===== config.mk =====
export PLATFORM = sky130hd
export DESIGN_NAME = alu_host_sequencer_flat
export DESIGN_NICKNAME = d
export VERILOG_FILES = /design/src/rtl/alu_host_sequencer_if.sv /design/src/rtl/alu_host_sequencer.sv /design/src/flat_wrapper.sv
export SDC_FILE = /design/constraint.sdc
export NUM_CORES = 1
export LEC_CHECK = 0
export ABC_AREA = 1
export ABC_CLOCK_PERIOD_IN_PS = 4500
export BUFFER_PORTS_ARGS = -buffer_cell sky130_fd_sc_hd__buf_2
export CORE_MARGIN = 10
export CORE_UTILIZATION = 58
export DETAILED_ROUTE_END_ITERATION = 6
export PLACE_DENSITY = 0.85
export SETUP_SLACK_MARGIN = 0.05
export SLEW_MARGIN = 25
export SYNTH_ARGS = -nofsm -noshare
export SYNTH_HDL_FRONTEND = slang
export SYNTH_SLANG_ARGS = --single-unit

===== constraint.sdc =====
create_clock -name clk -period 4.5 [get_ports clk]
set_input_delay 0.9 -clock clk [delete_from_list [all_inputs] [get_ports clk]]
set_output_delay 0.9 -clock clk [all_outputs]
set_load 0.05 [all_outputs]

===== src/rtl/alu_host_sequencer_if.sv =====
// Bundles the request/response handshakes and the ALU control-unit strobes into one interface.
// slave is the sequencer's view; master is the host-plus-ALU side.
interface alu_host_sequencer_if #(
    parameter int WIDTH = 8
);
    logic             req_valid;
    logic             req_ready;
    logic [1:0]       req_op;
    logic [WIDTH-1:0] req_a;
    logic [WIDTH-1:0] req_q;
    logic [WIDTH-1:0] req_m;
    logic             rsp_valid;
    logic             rsp_ready;
    logic [WIDTH-1:0] rsp_hi;
    logic [WIDTH-1:0] rsp_lo;
    logic             rsp_err;
    logic             alu_begin;
    logic [1:0]       alu_op_code;
    logic [WIDTH-1:0] alu_inbus;
    logic             alu_load_a;
    logic             alu_load_q;
    logic             alu_load_m;
    logic             alu_push_a;
    logic             alu_push_q;
    logic [WIDTH-1:0] alu_outbus;
    logic             alu_end;

    modport slave (
        input  req_valid, req_op, req_a, req_q, req_m, rsp_ready,
        input  alu_load_a, alu_load_q, alu_load_m, alu_push_a, alu_push_q, alu_outbus, alu_end,
        output req_ready, rsp_valid, rsp_hi, rsp_lo, rsp_err,
        output alu_begin, alu_op_code, alu_inbus
    );

    modport master (
        output req_valid, req_op, req_a, req_q, req_m, rsp_ready,
        output alu_load_a, alu_load_q, alu_load_m, alu_push_a, alu_push_q, alu_outbus, alu_end,
        input  req_ready, rsp_valid, rsp_hi, rsp_lo, rsp_err,
        input  alu_begin, alu_op_code, alu_inbus
    );
endinterface


===== src/rtl/alu_host_sequencer.sv =====
// Host-side sequencer: starts the ALU, serves its load strobes, captures pushed results.
// Optional macro ALU_HOST_TIMEOUT_EN adds a BEGIN-to-END watchdog of TIMEOUT_CYCLES.
module alu_host_sequencer #(
    parameter int WIDTH          = 8,
    parameter int TIMEOUT_CYCLES = 256
) (
    input logic                 clk,
    input logic                 reset_input,
    alu_host_sequencer_if.slave bus
);
    typedef enum logic [1:0] {S_IDLE, S_START, S_RUN, S_DONE} state_t;
    localparam logic [1:0] OP_MUL = 2'b10;

    if (TIMEOUT_CYCLES < 2) begin : g_bad_timeout
        $error("TIMEOUT_CYCLES must be at least 2");
    end

    state_t           r_state, w_state_nxt;
    logic [1:0]       r_op;
    logic [WIDTH-1:0] r_a, r_q, r_m;
    logic [WIDTH-1:0] r_cap_a, r_cap_q, r_rsp_hi, r_rsp_lo;
    logic             r_pushed_a, r_pushed_q, r_push_a_p1, r_push_q_p1, r_err;

    logic             w_active, w_accept, w_to_done, w_timeout;
    logic             w_multi_load, w_bad_load, w_dup_push, w_end_err, w_err_now;
    logic             w_req_ready, w_rsp_valid, w_begin;
    logic [1:0]       w_op_code;
    logic [WIDTH-1:0] w_inbus, w_cap_a_nxt, w_cap_q_nxt;

    assign w_active  = (r_state == S_START) || (r_state == S_RUN);
    assign w_accept  = (r_state == S_IDLE) && bus.req_valid;
    assign w_to_done = w_active && (w_state_nxt == S_DONE);

    assign w_multi_load = w_active && ((bus.alu_load_a && bus.alu_load_q) ||
                                       (bus.alu_load_a && bus.alu_load_m) ||
                                       (bus.alu_load_q && bus.alu_load_m));
    assign w_bad_load   = w_active && ((bus.alu_load_q && !r_op[1]) ||
                                       (bus.alu_load_a && (r_op == OP_MUL)));
    assign w_dup_push   = w_active && ((bus.alu_push_a && r_pushed_a) ||
                                       (bus.alu_push_q && r_pushed_q));
    // add/sub expect only an A push; mul and div expect both A and Q
    assign w_end_err    = bus.alu_end && ((r_state == S_START) ||
                          ((r_state == S_RUN) && (!r_pushed_a || (r_op[1] && !r_pushed_q))));
    assign w_err_now    = w_multi_load || w_bad_load || w_dup_push || w_end_err || w_timeout;

    // Delayed push strobe marks the cycle OUTBUS carries the pushed word
    assign w_cap_a_nxt = (w_active && r_push_a_p1) ? bus.alu_outbus : r_cap_a;
    assign w_cap_q_nxt = (w_active && r_push_q_p1) ? bus.alu_outbus : r_cap_q;

`ifdef ALU_HOST_TIMEOUT_EN
    localparam int CNT_W = $clog2(TIMEOUT_CYCLES) + 1;
    logic [CNT_W-1:0] r_cnt, w_cnt_inc;

    assign w_cnt_inc = r_cnt + CNT_W'(1);
    assign w_timeout = (r_state == S_RUN) && !bus.alu_end &&
                       (w_cnt_inc == CNT_W'(TIMEOUT_CYCLES - 1));

    always_ff @(posedge clk or posedge reset_input) begin
        if (reset_input) begin
            r_cnt <= '0;
        end else if (r_state == S_START) begin
            r_cnt <= '0;
        end else if (r_state == S_RUN) begin
            r_cnt <= w_cnt_inc;
        end
    end
`else
    assign w_timeout = 1'b0;
`endif

    always_comb begin
        w_state_nxt = r_state;
        w_req_ready = 1'b0;
        w_rsp_valid = 1'b0;
        w_begin     = 1'b0;
        w_op_code   = 2'b00;
        w_inbus     = '0;
        unique case (r_state)
            S_IDLE: begin
                w_req_ready = 1'b1;
                if (bus.req_valid) w_state_nxt = S_START;
            end
            S_START: begin
                w_begin     = 1'b1;
                w_op_code   = r_op;
                w_state_nxt = bus.alu_end ? S_DONE : S_RUN;
            end
            S_RUN: begin
                w_op_code = r_op;
                if (bus.alu_end || w_timeout) w_state_nxt = S_DONE;
            end
            S_DONE: begin
                w_rsp_valid = 1'b1;
                w_op_code   = r_op;
                if (bus.rsp_ready) w_state_nxt = S_IDLE;
            end
            default: w_state_nxt = S_IDLE;
        endcase
        if (w_active) begin
            if (bus.alu_load_a)      w_inbus = r_a;
            else if (bus.alu_load_q) w_inbus = r_q;
            else if (bus.alu_load_m) w_inbus = r_m;
        end
    end

    always_ff @(posedge clk or posedge reset_input) begin
        if (reset_input) begin
            r_state     <= S_IDLE;
            r_op        <= 2'b00;
            r_a         <= '0;
            r_q         <= '0;
            r_m         <= '0;
            r_cap_a     <= '0;
            r_cap_q     <= '0;
            r_rsp_hi    <= '0;
            r_rsp_lo    <= '0;
            r_pushed_a  <= 1'b0;
            r_pushed_q  <= 1'b0;
            r_push_a_p1 <= 1'b0;
            r_push_q_p1 <= 1'b0;
            r_err       <= 1'b0;
        end else begin
            r_state <= w_state_nxt;
            if (w_accept) begin
                r_op        <= bus.req_op;
                r_a         <= bus.req_a;
                r_q         <= bus.req_q;
                r_m         <= bus.req_m;
                r_cap_a     <= '0;
                r_cap_q     <= '0;
                r_pushed_a  <= 1'b0;
                r_pushed_q  <= 1'b0;
                r_push_a_p1 <= 1'b0;
                r_push_q_p1 <= 1'b0;
                r_err       <= 1'b0;
            end else if (w_active) begin
                r_cap_a     <= w_cap_a_nxt;
                r_cap_q     <= w_cap_q_nxt;
                r_pushed_a  <= r_pushed_a | bus.alu_push_a;
                r_pushed_q  <= r_pushed_q | bus.alu_push_q;
                r_push_a_p1 <= bus.alu_push_a;
                r_push_q_p1 <= bus.alu_push_q;
                if (w_err_now) r_err <= 1'b1;
            end else begin
                r_push_a_p1 <= 1'b0;
                r_push_q_p1 <= 1'b0;
            end
            // Result words use the capture landing on this same edge
            if (w_to_done) begin
                if (w_timeout) begin
                    r_rsp_hi <= '0;
                    r_rsp_lo <= '0;
                end else if (!r_op[1]) begin
                    r_rsp_hi <= '0;
                    r_rsp_lo <= w_cap_a_nxt;
                end else begin
                    r_rsp_hi <= w_cap_a_nxt;
                    r_rsp_lo <= w_cap_q_nxt;
                end
            end
        end
    end

    assign bus.req_ready   = w_req_ready;
    assign bus.rsp_valid   = w_rsp_valid;
    assign bus.rsp_hi      = r_rsp_hi;
    assign bus.rsp_lo      = r_rsp_lo;
    assign bus.rsp_err     = r_err;
    assign bus.alu_begin   = w_begin;
    assign bus.alu_op_code = w_op_code;
    assign bus.alu_inbus   = w_inbus;
endmodule


===== src/flat_wrapper.sv =====
// flat-port wrapper written by rule: the top's interface ports become plain ports
module alu_host_sequencer_flat 
#(
    parameter int WIDTH          = 8,
    parameter int TIMEOUT_CYCLES = 256
)
  (clk, reset_input, bus_req_valid, bus_req_op, bus_req_a, bus_req_q, bus_req_m, bus_rsp_ready, bus_alu_load_a, bus_alu_load_q, bus_alu_load_m, bus_alu_push_a, bus_alu_push_q, bus_alu_outbus, bus_alu_end, bus_req_ready, bus_rsp_valid, bus_rsp_hi, bus_rsp_lo, bus_rsp_err, bus_alu_begin, bus_alu_op_code, bus_alu_inbus);
  alu_host_sequencer_if #(.WIDTH(WIDTH)) bus_i ();
  input logic clk;
  input logic reset_input;
  input wire logic [$bits(bus_i.req_valid)-1:0] bus_req_valid;
  input wire logic [$bits(bus_i.req_op)-1:0] bus_req_op;
  input wire logic [$bits(bus_i.req_a)-1:0] bus_req_a;
  input wire logic [$bits(bus_i.req_q)-1:0] bus_req_q;
  input wire logic [$bits(bus_i.req_m)-1:0] bus_req_m;
  input wire logic [$bits(bus_i.rsp_ready)-1:0] bus_rsp_ready;
  input wire logic [$bits(bus_i.alu_load_a)-1:0] bus_alu_load_a;
  input wire logic [$bits(bus_i.alu_load_q)-1:0] bus_alu_load_q;
  input wire logic [$bits(bus_i.alu_load_m)-1:0] bus_alu_load_m;
  input wire logic [$bits(bus_i.alu_push_a)-1:0] bus_alu_push_a;
  input wire logic [$bits(bus_i.alu_push_q)-1:0] bus_alu_push_q;
  input wire logic [$bits(bus_i.alu_outbus)-1:0] bus_alu_outbus;
  input wire logic [$bits(bus_i.alu_end)-1:0] bus_alu_end;
  output wire logic [$bits(bus_i.req_ready)-1:0] bus_req_ready;
  output wire logic [$bits(bus_i.rsp_valid)-1:0] bus_rsp_valid;
  output wire logic [$bits(bus_i.rsp_hi)-1:0] bus_rsp_hi;
  output wire logic [$bits(bus_i.rsp_lo)-1:0] bus_rsp_lo;
  output wire logic [$bits(bus_i.rsp_err)-1:0] bus_rsp_err;
  output wire logic [$bits(bus_i.alu_begin)-1:0] bus_alu_begin;
  output wire logic [$bits(bus_i.alu_op_code)-1:0] bus_alu_op_code;
  output wire logic [$bits(bus_i.alu_inbus)-1:0] bus_alu_inbus;
  assign bus_i.req_valid = bus_req_valid;
  assign bus_i.req_op = bus_req_op;
  assign bus_i.req_a = bus_req_a;
  assign bus_i.req_q = bus_req_q;
  assign bus_i.req_m = bus_req_m;
  assign bus_i.rsp_ready = bus_rsp_ready;
  assign bus_i.alu_load_a = bus_alu_load_a;
  assign bus_i.alu_load_q = bus_alu_load_q;
  assign bus_i.alu_load_m = bus_alu_load_m;
  assign bus_i.alu_push_a = bus_alu_push_a;
  assign bus_i.alu_push_q = bus_alu_push_q;
  assign bus_i.alu_outbus = bus_alu_outbus;
  assign bus_i.alu_end = bus_alu_end;
  assign bus_req_ready = bus_i.req_ready;
  assign bus_rsp_valid = bus_i.rsp_valid;
  assign bus_rsp_hi = bus_i.rsp_hi;
  assign bus_rsp_lo = bus_i.rsp_lo;
  assign bus_rsp_err = bus_i.rsp_err;
  assign bus_alu_begin = bus_i.alu_begin;
  assign bus_alu_op_code = bus_i.alu_op_code;
  assign bus_alu_inbus = bus_i.alu_inbus;
  alu_host_sequencer #(.WIDTH(WIDTH), .TIMEOUT_CYCLES(TIMEOUT_CYCLES)) u_core (.clk(clk), .reset_input(reset_input), .bus(bus_i));
endmodule

==> results of run 1 <==
==> path summary, 6_finish.rpt <==
kind	from	endpoint	slack, ns	cells past startpoint
worst min register to register	u_core.bus.rsp_lo[7]	u_core.bus.rsp_lo[7]	0.46	2
worst min-delay path	u_core.bus.rsp_lo[7]	u_core.bus.rsp_lo[7]	0.46	2
max in group asynchronous	reset_input	u_core.r_state[1]	2.98	3
worst max register to register	u_core.r_state[1]	u_core.r_pushed_q	2.01	7
min in group asynchronous	reset_input	u_core.r_m[2]	0.64	2
worst max-delay path	bus_alu_load_q	bus_alu_inbus[3]	1.55	5
==> registers in the layout (all words and copies together), names as in the netlist <==
register and count:
u_core.bus.rsp_err 1, u_core.r_m 8, u_core.r_pushed_a 1, u_core.r_cap_q 8, u_core.r_push_a_p1 1, u_core.r_q 8, u_core.r_state 2, u_core.bus.rsp_hi 8
u_core.r_a 8, u_core.r_op 2, u_core.r_pushed_q 1, u_core.bus.rsp_lo 8, u_core.r_cap_a 8, u_core.r_push_q_p1 1
==> kinds of logic (layout without fill, tap and decap cells) <==
family | Yosys count | after routing
AO/OA/AOI/OAI | 65 | 65
adder cells (fa/ha/maj) | 4 | 4
buffers and inverters | 54 | 124
flip-flops | 65 | 65
AND/OR/NAND/NOR | 216 | 216
==> stage by stage <==
step                      setup WS, ns   util
after floorplan                   1.35      -
after global placement            1.63  0.679
after detailed placement          1.57  0.679
after CTS                         1.57  0.712
after global routing              1.41  0.712
final                             1.55  0.712
==> cell type report <==
type                       instances  share of cell area
clock inverter                     4             0.00782
timing repair buffer              74               0.101
sequential                        65               0.442
multi-input combinational        285               0.351
clock buffer                      11              0.0384
tap                               70              0.0238
inverter                          35              0.0357
==> metal layers <==
metal  GRT usage  share of wire  vias to the layer above
met4      0.0810          0.015                        0
met1       0.220           0.44                     1266
li1            -              -                     1412
met5           0              0                        -
met2       0.264           0.46                       92
met3      0.0616          0.085                       10
==> power breakdown <==
part           switching (mW)  internal, mW
clock network           0.220         0.213
registers               0.142         0.842
logic                    1.18         0.404
total                    1.54          1.46
==> synth_stat cells, types with 2 or more instances <==
library cell	number	area share
nand3_4	2	0.011
inv_2	2	0.0024
clkbuf_1	6	0.0072
o211ai_1	16	0.038
inv_1	33	0.039
buf_4	2	0.0048
ha_1	4	0.016
a21oi_1	16	0.025
buf_2	9	0.014
o21ai_0	31	0.049
nand2_1	157	0.19
dfrtp_1	65	0.52
nor2_1	34	0.041
nand3_1	20	0.032
==> tightest hold or removal path, delay by kind of cell (launching register included) <==
| kind | cells | cell delay (ns) |
|---|---|---|
| AND/OR/NAND/NOR | 2 | 0.09 |
| flip-flops | 1 | 0.34 |
==> cell usage in the layout (no fill, tap or decap) <==
cell,n
ha_1,4
nor2_4,1
buf_4,1
o22ai_1,1
clkbuf_1,1
a21oi_1,16
dfrtp_1,65
nor2_1,34
buf_2,73
clkinvlp_4,2
inv_6,1
nand4_1,1
o211ai_1,16
inv_2,3
nand3_4,2
o21ai_1,1
clkinv_2,1
inv_1,32
nand2_2,1
o21ai_0,31
nand2_1,157
clkbuf_8,10
nand3_1,20
==> impl_metrics.env, run 1 <==
export IMPL_netlist_instances=404
export IMPL_cts_buffers=9
export IMPL_tns_ns=0
export IMPL_slowest_stage="nor2_1"
export IMPL_drtPass1Iterations=5
export IMPL_initial_utilization=0.609
export IMPL_synthFlopType="dfrtp_1"
export IMPL_hold_buffers=0
export IMPL_final_cells=544
export IMPL_cp_cell_sequence="buf_2, nor2_1, nand2_1, a21oi_1, buf_2"
export IMPL_crit_required_ns=3.60
export IMPL_die_area_um2=8780
export IMPL_cp_top_family="simple AND/OR/NAND/NOR gates"
export IMPL_cts_root_buffer="clkbuf_8"
export IMPL_p_per_area_nw_per_um2=816
export IMPL_skew_ns=0.0133
export IMPL_placed_area_um2=3510
export IMPL_via_count=2780
export IMPL_wl_per_cell_um=13.7
export IMPL_async_reset_ff_frac=1.00
export IMPL_muxShareOfSynthArea=0
export IMPL_die_h_um=93.7
export IMPL_detail_route_antenna_nets=0
export IMPL_dp_cells=529
export IMPL_synthSimpleGateAreaFrac=0.278
export IMPL_clockBufferDepth=2
export IMPL_fin_area_um2=3680
export IMPL_cp_common_cell="buf_2"
export IMPL_cellLeakagePower_nw=2.09
export IMPL_synth_top_family_by_area="simple AND/OR/NAND/NOR gates"
export IMPL_rsz0062_at_grt="false"
export IMPL_period_needed_ns=2.95
export IMPL_yosys_warnings=0
export IMPL_ys_seq_elements=65
export IMPL_viasPerCell=5.11
export IMPL_io_buffers=73
export IMPL_coreArea_um2=5170
export IMPL_route_detailed_drc=0
export IMPL_area_growth_pct=16.9
export IMPL_wl_mm=7.45
export IMPL_synth_avg_cell_area_um2=7.80
export IMPL_cp_num_buf_inv=2
export IMPL_antenna_found_initial=0
export IMPL_ir_worst_vdd_uv=417
export IMPL_grt_usage=0.175
export IMPL_fin_crit_sh=0.657
export IMPL_synthXorXnorAreaFrac=0
export IMPL_start_kind="input port"
export IMPL_cts_tree="built"
export IMPL_io_pin_count=74
export IMPL_hold_class="reg -> reg"
export IMPL_grt_overflow=0
export IMPL_outcome="complete, no violations"
export IMPL_slowest_delay_ns=0.45
export IMPL_setup_violations=0
export IMPL_tightestPinTransition_ns=0.758
export IMPL_drv_slew=0
export IMPL_hold_slack_ns=0.463
export IMPL_synth_area_um2=3150
export IMPL_htree_levels=3
export IMPL_p_total_mw=3.00
export IMPL_fillers=426
export IMPL_cap_violations=0
export IMPL_cts_resized=0
export IMPL_fmax_mhz=338
export IMPL_seq_area_um2=1630
export IMPL_first_global_vias=2740
export IMPL_finalHoldViolCount=0
export IMPL_antennaDiodeCount=0
export IMPL_synth_edf_count=0
export IMPL_synth_compound_area_share=0.116
export IMPL_multi_input_area_um2=1290
export IMPL_dp_final_hpwl_mm=5.51
export IMPL_clock_latency_ns=0.34
export IMPL_yosysSeqAreaShare=0.516
export IMPL_first_iter_violations=156
export IMPL_critical_path_arrival_ns=2.05
export IMPL_fp_row_count=26
export IMPL_worstPathMaxFanout=11
export IMPL_final_nets=518
export IMPL_post_cts_buffers=0
export IMPL_worstSetupPathType="in -> out"
export IMPL_grt_pass1_wl_mm=12.5
export IMPL_die_w_um=93.7
export IMPL_clk_pin_slew_worst_paths_ns=0.06
export IMPL_worst_setup_path_end_kind="primary output"
export IMPL_cts_sinks=65
export IMPL_syn_nets=452
export IMPL_slew_headroom=0.494
export IMPL_grt_max_degree=47
export IMPL_synth_cell_types=21
export IMPL_globalplace_congestion=0.861
export IMPL_final_layout_size_suffix_gt1_frac=0.200
export IMPL_synthAdderAreaFrac=0.0159
(Power assumes the default switching activity.)
==> run 2, diff against run 1 <==
--- a/config.mk
+++ b/config.mk
@@ -6,12 +6,12 @@
 export NUM_CORES = 1
 export LEC_CHECK = 0
 export ABC_AREA = 1
-export ABC_CLOCK_PERIOD_IN_PS = 4500
+export ABC_CLOCK_PERIOD_IN_PS = 2800
 export BUFFER_PORTS_ARGS = -buffer_cell sky130_fd_sc_hd__buf_2
 export CORE_MARGIN = 10
-export CORE_UTILIZATION = 58
+export CORE_UTILIZATION = 53
 export DETAILED_ROUTE_END_ITERATION = 6
-export PLACE_DENSITY = 0.85
+export PLACE_DENSITY = 0.79
 export SETUP_SLACK_MARGIN = 0.05
 export SLEW_MARGIN = 25
 export SYNTH_ARGS = -nofsm -noshare
==> constraint.sdc (replaced) <==
create_clock -name clk -period 2.8 [get_ports clk]
set_input_delay 0.56 -clock clk [delete_from_list [all_inputs] [get_ports clk]]
set_output_delay 0.56 -clock clk [all_outputs]
set_load 0.05 [all_outputs]
==> impl_metrics.env, run 2 (synthesis gave the netlist of run 1 again) <==
export IMPL_final_cells=553
export IMPL_cp_startpoint="u_core.r_state[0]"
export IMPL_internal_power_mw=2.48
export IMPL_clockPowerShare=0.161
export IMPL_dp_final_hpwl_mm=5.49
export IMPL_outcome="complete, no violations"
export IMPL_p_total_mw=5.00
export IMPL_route_detailed_drc=0
export IMPL_period_needed_ns=2.58
export IMPL_grt_usage=0.164
export IMPL_cp_top_family="adder cells"
export IMPL_finalHoldViolCount=0
export IMPL_grt_max_degree=38
export IMPL_rsz0062_at_grt="false"
export IMPL_worstPathMaxFanout=12
export IMPL_htree_levels=3
export IMPL_fin_crit_sh=0.922
export IMPL_fin_ws_ns=0.217
export IMPL_wl_mm=7.66
export IMPL_drv_slew=0
export IMPL_cts_buffers=9
export IMPL_cellLeakagePower_nw=2.14
export IMPL_final_nets=522
export IMPL_die_w_um=97.1
export IMPL_critical_path_arrival_ns=2.02
export IMPL_cts_tree="built"
export IMPL_area_growth_pct=19.2
export IMPL_io_buffers=73
export IMPL_cts_root_buffer="clkbuf_8"
export IMPL_ir_worst_vdd_uv=727
export IMPL_first_iter_violations=79
export IMPL_clockBufferDepth=2
export IMPL_start_kind="flop"
export IMPL_first_global_vias=2882
export IMPL_initial_utilization=0.538
export IMPL_netSwitchingPower_mw=2.51
export IMPL_setup_violations=0
export IMPL_grt_overflow=0
export IMPL_r2r_start="u_core.r_state[0]"
export IMPL_dp_cells=538
export IMPL_skew_ns=0.00638
export IMPL_fmax_mhz=387
export IMPL_cts_resized=0
export IMPL_drtPass1Iterations=4
export IMPL_die_h_um=97.1
export IMPL_worst_setup_path_end_kind="primary output"
export IMPL_hold_buffers=0
export IMPL_grt_pass1_wl_mm=13.1
export IMPL_slowest_delay_ns=0.55
export IMPL_slew_headroom=0.551
export IMPL_tns_ns=0
export IMPL_post_cts_buffers=0
export IMPL_viasPerCell=5.06
export IMPL_coreArea_um2=5850
export IMPL_combPwrFrac=0.521
export IMPL_cp_num_buf_inv=2
export IMPL_post_place_ws_ns=0.557
export IMPL_pwr_share_seq=0.319
export IMPL_antennaDiodeCount=0
export IMPL_fp_row_count=28
export IMPL_hold_class="in -> async"
export IMPL_layout_common_cells="157 x nand2_1, 73 x buf_2, 65 x dfrtp_1, 34 x nor2_1, 32 x inv_1"
export IMPL_detail_route_antenna_nets=0
export IMPL_worstSetupPathType="reg -> out"
export IMPL_clk_pin_slew_worst_paths_ns=0.07
export IMPL_p_per_area_nw_per_um2=1330
export IMPL_clock_latency_ns=0.34
export IMPL_wl_per_cell_um=13.9
export IMPL_die_area_um2=9430
export IMPL_slowest_stage="ha_1"
export IMPL_globalplace_congestion=0.876
export IMPL_swShare=0.503
export IMPL_layout_cells_most_common="nand2_1"
export IMPL_crit_required_ns=2.24
export IMPL_cts_sinks=65
export IMPL_io_pin_count=74
export IMPL_antenna_found_initial=0
export IMPL_cap_violations=0
export IMPL_final_layout_size_suffix_gt1_frac=0.207
export IMPL_tightestPinTransition_ns=0.672
export IMPL_via_count=2796
export IMPL_cp_cell_sequence="inv_1, ha_1, o21ai_0, a21oi_1, buf_2"
[run 2: changes by cell type in the layout (fill, tap and decap cells not counted), sizes merged]
cell / previous run / this run
clkbuf: 11 / 12
bufinv: 0 / 1
clkinvlp: 2 / 0
buf: 74 / 78
inv: 36 / 35
clkinv: 1 / 2
[run 2: worst paths after layout]
check	endpoint	slack (ns)	cells past startpoint
worst min register to register	u_core.bus.rsp_lo[0]	0.47	2
min in group clk	u_core.r_a[7]	0.41	3
max in group asynchronous	u_core.r_cap_q[3]	1.88	3
worst max register to register	u_core.bus.rsp_lo[4]	0.55	7
worst min-delay path	u_core.r_q[5]	0.30	2
worst max-delay path	bus_alu_inbus[0]	0.22	5
[run 2: routing by layer]
metal / global-route usage / vias up / wire [um]
met4: 0.0760 / 0 / 178
met3: 0.0562 / 15 / 556
met5: 0 / - / 0
met1: 0.192 / 1280 / 3500
li1: - / 1419 / -
met2: 0.264 / 82 / 3430
[run 2: power by group through the flow]
stage          Sequential [mW]  Combinational, mW  Clock [mW]
2_1_floorplan             1.87               1.77           0
3_5_place_dp              1.60               2.62           0
3_3_place_gp              1.59               2.56           0
4_1_cts                   1.59               2.62       0.813
6_report                  1.59               2.60       0.802
5_1_grt                   1.63               2.90       0.854
[run 2: per-stage QoR]
step	hold WS, ns	utilization	cell area (um2)
after global routing	0.332	0.642	3750
after floorplan	0.444	-	3150
final	0.300	0.642	3750
after detailed placement	0.455	0.608	3560
after CTS	0.322	0.642	3750
after global placement	0.449	0.608	3560
[run 2: area by class of cell]
| type | count | area, um2 |
|---|---|---|
| sequential | 65 | 1630 |
| timing repair buffer | 78 | 415 |
| clock inverter | 3 | 40.0 |
| multi-input combinational | 285 | 1290 |
| tap | 75 | 93.8 |
| fill | 541 | 2100 |
| clock buffer | 12 | 155 |
| inverter | 35 | 131 |
[run 2: worst register-to-register path, delay by kind of cell, from the launching register on]
kind / cells / cell delay [ns]
simple gates: 4 / 0.75
flops: 1 / 0.42
compound gates: 1 / 0.35
buf+inv: 1 / 0.09
fa+ha+maj: 1 / 0.55
==> run 3, diff against run 2 <==
--- a/config.mk
+++ b/config.mk
@@ -11,7 +11,7 @@
 export CORE_MARGIN = 10
 export CORE_UTILIZATION = 53
 export DETAILED_ROUTE_END_ITERATION = 6
-export PLACE_DENSITY = 0.79
+export PLACE_DENSITY = 0.89
 export SETUP_SLACK_MARGIN = 0.05
 export SLEW_MARGIN = 25
 export SYNTH_ARGS = -nofsm -noshare
==> impl_metrics.env, run 3 (synthesis gave the netlist of run 1 again) <==
export IMPL_outcome="complete, no violations"
export IMPL_p_per_area_nw_per_um2=1330
export IMPL_grt_usage=0.169
export IMPL_clockBufferDepth=2
export IMPL_first_iter_violations=168
export IMPL_clock_latency_ns=0.35
export IMPL_critical_path_arrival_ns=2.07
export IMPL_slowest_delay_ns=0.53
export IMPL_io_buffers=73
export IMPL_grt_overflow=0
export IMPL_viasPerCell=5.14
export IMPL_cp_cell_sequence="inv_1, ha_1, o21ai_0, a21oi_1, buf_2"
export IMPL_placed_area_um2=3550
export IMPL_final_layout_size_suffix_gt1_frac=0.209
export IMPL_grt_pass1_wl_mm=13.3
export IMPL_layout_common_cells="157 x nand2_1, 73 x buf_2, 65 x dfrtp_1, 34 x nor2_1, 32 x inv_1"
export IMPL_globalplace_congestion=0.829
export IMPL_hold_buffers=0
export IMPL_die_area_um2=9430
export IMPL_ir_worst_vdd_uv=702
export IMPL_route_detailed_drc=0
export IMPL_cp_startpoint="u_core.r_state[0]"
export IMPL_die_w_um=97.1
export IMPL_fin_crit_sh=0.938
export IMPL_finalHoldViolCount=0
export IMPL_start_kind="flop"
export IMPL_clk_pin_slew_worst_paths_ns=0.08
export IMPL_antennaDiodeCount=0
export IMPL_cap_violations=0
export IMPL_cts_tree="built"
export IMPL_detail_route_antenna_nets=0
export IMPL_initial_utilization=0.538
export IMPL_cts_resized=0
export IMPL_htree_levels=3
export IMPL_grt_max_degree=35
export IMPL_setup_violations=0
export IMPL_rsz0062_at_grt="false"
export IMPL_coreArea_um2=5850
export IMPL_hold_slack_ns=0.312
export IMPL_final_nets=521
export IMPL_wl_per_cell_um=13.9
export IMPL_worst_setup_path_end_kind="primary output"
export IMPL_worst_r2r_setup_slack_ns=0.55
export IMPL_crit_cells=5
export IMPL_postLayoutCoreUtil=0.640
export IMPL_wl_mm=7.67
export IMPL_first_global_vias=2853
export IMPL_crit_required_ns=2.24
export IMPL_drtPass1Iterations=5
export IMPL_worstPathMaxFanout=12
export IMPL_cts_buffers=9
export IMPL_area_growth_pct=19.0
export IMPL_cts_root_buffer="clkbuf_8"
export IMPL_die_h_um=97.1
export IMPL_io_pin_count=74
export IMPL_r2r_start="u_core.r_state[0]"
export IMPL_layout_cells_most_common="nand2_1"
export IMPL_hold_class="in -> async"
export IMPL_fp_row_count=28
export IMPL_period_needed_ns=2.63
export IMPL_tightestPinTransition_ns=0.692
export IMPL_cp_num_buf_inv=2
export IMPL_via_count=2843
export IMPL_antenna_found_initial=0
export IMPL_fillers=492
export IMPL_cts_sinks=65
export IMPL_endpoint="bus_alu_inbus[5]"
export IMPL_post_cts_buffers=0
export IMPL_reg2reg_to="u_core.bus.rsp_hi[2]"
export IMPL_skew_ns=0.00857
export IMPL_worstSetupPathType="reg -> out"
export IMPL_fin_area_um2=3750
export IMPL_cellLeakagePower_nw=2.13
export IMPL_slew_headroom=0.538
export IMPL_cp_top_family="adder cells"
export IMPL_slowest_stage="ha_1"
export IMPL_drv_slew=0
export IMPL_tns_ns=0
export IMPL_r2r_cells=7
export IMPL_dp_final_hpwl_mm=5.57
export IMPL_fmax_mhz=381
==> run 3: final cells by class <==
cell class                 count  area, um2  share of cell area
clock buffer                   9        124              0.0331
clock inverter                 7       70.1              0.0187
inverter                      35        131              0.0351
multi-input combinational    285       1290               0.345
sequential                    65       1630               0.434
tap                           75       93.8              0.0251
timing repair buffer          77        408               0.109
==> run 3: worst min path at each step <==
stage                         startpoint              endpoint  slack (ns)
floorplan                  u_core.r_a[0]         u_core.r_a[0]        0.44
global placement    u_core.bus.rsp_lo[6]  u_core.bus.rsp_lo[6]        0.45
detailed placement  u_core.bus.rsp_lo[0]  u_core.bus.rsp_lo[0]        0.45
CTS                          reset_input     u_core.r_cap_q[4]        0.33
global route                 reset_input         u_core.r_m[3]        0.37
finish                       reset_input     u_core.r_pushed_q        0.31
==> run 3: worst register-to-register path, delay by kind of cell, from the launching register on <==
kind / cells / cell delay (ns)
adder cells (fa/ha/maj): 1 / 0.53
buffers and inverters: 1 / 0.09
flip-flops: 1 / 0.42
AND/OR/NAND/NOR: 4 / 0.68
AO/OA/AOI/OAI: 1 / 0.44
==> run 3: metrics by stage <==
| step | worst slack [ns] | power, mW | std cells |
|---|---|---|---|
| floorplan | 0.334 | 3.64 | 404 |
| global placement | 0.627 | 4.09 | 537 |
| detailed placement | 0.567 | 4.19 | 537 |
| CTS | 0.160 | 5.01 | 553 |
| global route | 0.0584 | 5.41 | 553 |
| finish | 0.172 | 4.98 | 553 |
==> run 3: layer usage <==
metal / vias up / track usage / wire, um
met5: - / 0 / 0
met4: 0 / 0.0647 / 133
met3: 15 / 0.0626 / 709
met2: 126 / 0.247 / 3440
met1: 1277 / 0.220 / 3390
li1: 1425 / - / -
==> run 3: power by group <==
group          leakage [nW]  switching [mW]  internal (mW)
sequential            0.827           0.220           1.35
combinational          1.20            1.94          0.670
clock                0.0994           0.388          0.410
total                  2.13            2.55           2.43
